`src/rtl/axi_ni_target_send.sv`:
```
// Target-side NI response path: arbitrates AXI B and R responses and serializes each
// into a NoC response packet, pulsing a per-ID completion strobe when the packet is done.
module axi_ni_target_send #(
    parameter int FLIT_WIDTH        = 32,
    parameter int AXIRDATAWD        = 32,
    parameter int IDWD              = 4,
    parameter int SOURCEWD          = 8,
    parameter int MAX_SUPPORTED_IDS = 16
) (
    input  logic                         clk,
    input  logic                         rst,
    input  logic                         src_wr,
    input  logic [IDWD-1:0]              src_wr_id,
    input  logic [SOURCEWD-1:0]          src_wr_source,
    input  logic [IDWD-1:0]              BID,
    input  logic [1:0]                   BRESP,
    input  logic                         BVALID,
    output logic                         BREADY,
    input  logic [IDWD-1:0]              RID,
    input  logic [AXIRDATAWD-1:0]        RDATA,
    input  logic [1:0]                   RRESP,
    input  logic                         RLAST,
    input  logic                         RVALID,
    output logic                         RREADY,
    output logic [FLIT_WIDTH-1:0]        flit,
    output logic                         valid,
    input  logic                         stall,
    output logic [MAX_SUPPORTED_IDS-1:0] wrr_rinc,
    output logic [MAX_SUPPORTED_IDS-1:0] rdr_rinc
);
    localparam int P       = AXIRDATAWD / 16;
    localparam int CNTW    = (P > 1) ? $clog2(P) : 1;
    localparam int HDR_PAD = FLIT_WIDTH - 2 - SOURCEWD - IDWD - 4;
    localparam int PAY_PAD = FLIT_WIDTH - 18;

    typedef enum logic [1:0] {IDLE, SEND_HDR, SEND_PAY, DONE} state_t;

    state_t                state_reg, state_next;
    logic                  ptr_reg, ptr_next;     // 0 favours B, 1 favours R
    logic [CNTW-1:0]       cnt_reg, cnt_next;
    logic [SOURCEWD-1:0]   src_table_reg [MAX_SUPPORTED_IDS];

    logic [IDWD-1:0]       id_reg;
    logic [1:0]            resp_reg;
    logic                  last_reg;
    logic                  is_read_reg;
    logic [SOURCEWD-1:0]   dest_reg;
    logic [AXIRDATAWD-1:0] data_reg;

    logic                  grant_b, grant_r, cap_b, cap_r;
    logic [15:0]           pay_hw [P];
    logic [MAX_SUPPORTED_IDS-1:0] id_onehot;
    logic                  last_pay;

    genvar gi;
    generate
        for (gi = 0; gi < P; gi++) begin : g_pay
            assign pay_hw[gi] = data_reg[gi*16 +: 16];
        end
        for (gi = 0; gi < MAX_SUPPORTED_IDS; gi++) begin : g_onehot
            assign id_onehot[gi] = (id_reg == IDWD'(gi));
        end
    endgenerate

    // Lookups at capture see the pre-write table contents on a same-cycle write.
    always_ff @(posedge clk or posedge rst) begin
        if (rst) begin
            for (int i = 0; i < MAX_SUPPORTED_IDS; i++)
                src_table_reg[i] <= '0;
        end else if (src_wr) begin
            src_table_reg[src_wr_id] <= src_wr_source;
        end
    end

    always_ff @(posedge clk or posedge rst) begin
        if (rst) begin
            state_reg <= IDLE;
            ptr_reg   <= 1'b0;
            cnt_reg   <= '0;
        end else begin
            state_reg <= state_next;
            ptr_reg   <= ptr_next;
            cnt_reg   <= cnt_next;
        end
    end

    always_ff @(posedge clk or posedge rst) begin
        if (rst) begin
            id_reg      <= '0;
            resp_reg    <= '0;
            last_reg    <= 1'b0;
            is_read_reg <= 1'b0;
            dest_reg    <= '0;
            data_reg    <= '0;
        end else if (cap_b) begin
            id_reg      <= BID;
            resp_reg    <= BRESP;
            last_reg    <= 1'b1;
            is_read_reg <= 1'b0;
            dest_reg    <= src_table_reg[BID];
        end else if (cap_r) begin
            id_reg      <= RID;
            resp_reg    <= RRESP;
            last_reg    <= RLAST;
            is_read_reg <= 1'b1;
            dest_reg    <= src_table_reg[RID];
            data_reg    <= RDATA;
        end
    end

    assign last_pay = (cnt_reg == CNTW'(P - 1));

    always_comb begin
        state_next = state_reg;
        ptr_next   = ptr_reg;
        cnt_next   = cnt_reg;
        grant_b    = 1'b0;
        grant_r    = 1'b0;
        cap_b      = 1'b0;
        cap_r      = 1'b0;
        valid      = 1'b0;
        flit       = '0;
        case (state_reg)
            IDLE: begin
                if (BVALID && RVALID) begin
                    grant_b  = ~ptr_reg;
                    grant_r  = ptr_reg;
                    ptr_next = ~ptr_reg;
                end else begin
                    grant_b = BVALID;
                    grant_r = RVALID;
                end
                cap_b = grant_b && BVALID;
                cap_r = grant_r && RVALID;
                if (cap_b || cap_r)
                    state_next = SEND_HDR;
            end
            SEND_HDR: begin
                valid = 1'b1;
                flit  = {(is_read_reg ? 2'b01 : 2'b11), dest_reg, id_reg, resp_reg,
                         is_read_reg, last_reg, {HDR_PAD{1'b0}}};
                if (!stall) begin
                    if (is_read_reg) begin
                        state_next = SEND_PAY;
                        cnt_next   = '0;
                    end else begin
                        state_next = DONE;
                    end
                end
            end
            SEND_PAY: begin
                valid = 1'b1;
                flit  = {(last_pay ? 2'b10 : 2'b00), {PAY_PAD{1'b0}}, pay_hw[cnt_reg]};
                if (!stall) begin
                    cnt_next = cnt_reg + CNTW'(1);
                    if (last_pay)
                        state_next = DONE;
                end
            end
            DONE: state_next = IDLE;
            default: state_next = IDLE;
        endcase
    end

    assign BREADY   = grant_b;
    assign RREADY   = grant_r;
    // A non-last read beat leaves the ID outstanding until its final beat is sent.
    assign wrr_rinc = (state_reg == DONE && !is_read_reg) ? id_onehot : '0;
    assign rdr_rinc = (state_reg == DONE && is_read_reg && last_reg) ? id_onehot : '0;

endmodule

```
`config.mk`:
```
export PLATFORM = sky130hd
export DESIGN_NAME = axi_ni_target_send
export DESIGN_NICKNAME = d
export VERILOG_FILES = /design/src/rtl/axi_ni_target_send.sv
export SDC_FILE = /design/constraint.sdc
export NUM_CORES = 1
export LEC_CHECK = 0
export ABC_AREA = 1
export BUFFER_PORTS_ARGS = -buffer_cell sky130_fd_sc_hd__buf_2
export CORE_AREA = 2 2 143 145
export CTS_CLUSTER_SIZE = 24
export DETAILED_ROUTE_END_ITERATION = 10
export DIE_AREA = 0 0 145 147
export GPL_TIMING_DRIVEN = 1
export PLACE_DENSITY = 0.78
export REMOVE_ABC_BUFFERS = 1
export SLEW_MARGIN = 20
export SYNTH_ARGS = -nofsm -noshare
export SYNTH_HDL_FRONTEND = slang
export SYNTH_SLANG_ARGS = --single-unit
```
`constraint.sdc`:
```
create_clock -name clk -period 6 [get_ports clk]
set_input_delay 0.9 -clock clk [delete_from_list [all_inputs] [get_ports clk]]
set_output_delay 0.9 -clock clk [all_outputs]
set_load 0.01 [all_outputs]
```
==> reports/metrics.cfg <==
[placement]
placed_cells = 1849
dp_slack_ps = 2900
place_area_um2 = 10900
gp_congestion = 0.853
dpl.hpwl_um = 18000
io_buffers = 129

[global_routing]
globalRouteOverflowTotal = 0
grt_use_total = 0.268
grt_pass1_wl_um = 46700
grt_pass1_vias = 9596
antenna_found_initial = 0
grt_max_degree = 89

[worst_setup_path]
cp.arrival_ps = 2330
cp-start-kind = register
crit_fanout = 14
cp-end-kind = primary output
path_class = reg -> out
critical_path_required_ps = 5100

[layout]
antenna-diode-count = 0
fillCellCount = 1850
area_growth_syn_to_layout_pct = 11.6
multi_input_area_um2 = 4730
utilization = 0.582
drive_above_1_share = 0.118
register_area_um2 = 4500
final_cells = 1881
final_nets = 1665
largest_reg_flops = 128
finalInstanceArea_um2 = 11500

[route]
wl_per_cell_um = 14.9
ant_nets = 0
drc = 0
dr_total_vias = 10049
drtPass1Iterations = 5
routed_wl_um = 28000
viasPerCell = 5.34
drtIter0Drc = 854

[timing]
rsz0062_at_grt = no
hold_viol = 0
finalSetupViolCount = 0
slew_violations = 0
setup_tns_ps = 0
clock_skew_ps = 7.78
slew_headroom = 0.335
setup_ws_ps = 2770
fin_crit_sh = 0.539
clock.fmax_ghz = 0.309
worstMarginPinSlew_ps = 997
period_minus_slack_ps = 3230
holdWs_ps = 474

[clock_network]
clock_sinks = 180
cts_max_level = 4
cts_buffers = 17
cts_tree = yes
post-cts-setup-buffers = 0
ctsHoldBuffers = 0
cts_resized = 0
clock_path_buffers = 2
path_clk_slew_ps = 70
clock_latency_ps = 450
cts-root-buf = clkbuf_16

[yosys]
yosysMostFrequentCell = nand2_1
synth_top_cell_area_share = 0.435
synth_commonest_cells = nand2_1, dfrtp_1, inv_1, o21ai_0, nand3_1
synth_warnings = 0
ys_top_cells_by_area = dfrtp_1, nand2_1, o21ai_0, nand3_1, inv_1
ys_seq_area_frac = 0.435
syn_area_per_cell_um2 = 6.77
yosys.area.top_type = dfrtp_1
syn_inst = 1529
synth_area_um2 = 10300
synth_ff_type = dfrtp_1
ys_seq_elements = 180
synth_cell_type_count = 32
synth-edff-count = 0
async_flop_share = 1.00

[floorplan]
rows = 52
die_x_um = 145
dieArea_um2 = 21300
start_util = 0.521
core-area_um2 = 19800
io_pins = 130
fp.dieH_um = 147

[pwr]
peakVddDrop_mv = 0.249
report.power.total_mw = 4.20
cellLeakagePower_nw = 6.15
power_density_nw_per_um2 = 364

[run]
maxCapViolCount = 0

[outcome]
outcome = completed

[hold_path]
hp-class = reg -> reg

## area by class of cell
class / instances / share of cell area
clock buffers: 17 / 0.0369
clock inverters: 15 / 0.0153
inverters: 177 / 0.0580
multi-input cells: 1086 / 0.410
flip-flops and latches: 180 / 0.390
well taps: 270 / 0.0293
repair buffers: 136 / 0.0605
## worst max-delay path, stage by stage, from the launching register on
cell and delay, ps:
dfrtp_1 430, inv_1 90, ha_1 400, nand2_1 410, nor2_1 350, buf_2 200
## cell usage in the layout (no fill, tap or decap)
cell	count
ha_1	4
nand3_2	2
nor2_2	3
o21ai_0	140
inv_1	168
o221ai_1	3
nor3_4	2
clkinv_8	3
nor2_4	5
a21oi_1	39
nand3_1	139
nand2_1	615
nor2_1	93
nand2_2	1
clkinv_1	1
buf_4	7
a21boi_0	1
dfrtp_1	180
clkbuf_16	17
o22ai_1	2
clkinv_4	3
o211ai_1	18
o21ai_1	14
inv_2	7
a21oi_4	1
nand4_1	1
buf_2	129
nand3b_1	1
a211o_1	1
xor2_1	1
inv_6	1
inv_8	9
## power breakdown
group | internal, mW | total, mW | switching, mW
Clock | 0.567 | 1.13 | 0.565
Combinational | 0.427 | 1.33 | 0.901
Sequential | 1.56 | 1.74 | 0.183
## worst paths after layout
| kind | end | startpoint | cells after the start | slack (ps) |
|---|---|---|---|---|
| min in group asynchronous | src_table_reg[93] | rst | 2 | 600 |
| max reg2reg | dest_reg[7] | state_reg[0] | 11 | 3340 |
| max in group asynchronous | src_table_reg[76] | rst | 3 | 4200 |
| min reg2reg | data_reg[1] | data_reg[1] | 2 | 470 |
| min | data_reg[1] | data_reg[1] | 2 | 470 |
| max | flit[28] | state_reg[1] | 5 | 2770 |
## cell families (layout without fill, tap and decap cells)
kind of cell / Yosys count / count (layout) / synth area share
AOI/OAI and AO/OA: 219 / 219 / 0.113
xor gates and xnor gates: 1 / 1 / 0.000847
adders and majority gates: 4 / 4 / 0.00484
buffers and inverters: 263 / 345 / 0.108
DFF: 180 / 180 / 0.435
and+or+nand+nor: 862 / 862 / 0.338
## layer usage
metal / part of all wire / up-vias / wire length, um / global-route usage
met5: 0 / - / 0 / 0
met4: 0.029 / 0 / 804 / 0.114
met3: 0.070 / 79 / 1960 / 0.0376
met2: 0.47 / 424 / 13200 / 0.449
met1: 0.43 / 4640 / 12000 / 0.352
li1: - / 4906 / - / -
Power figures use the tool's default switching activity.
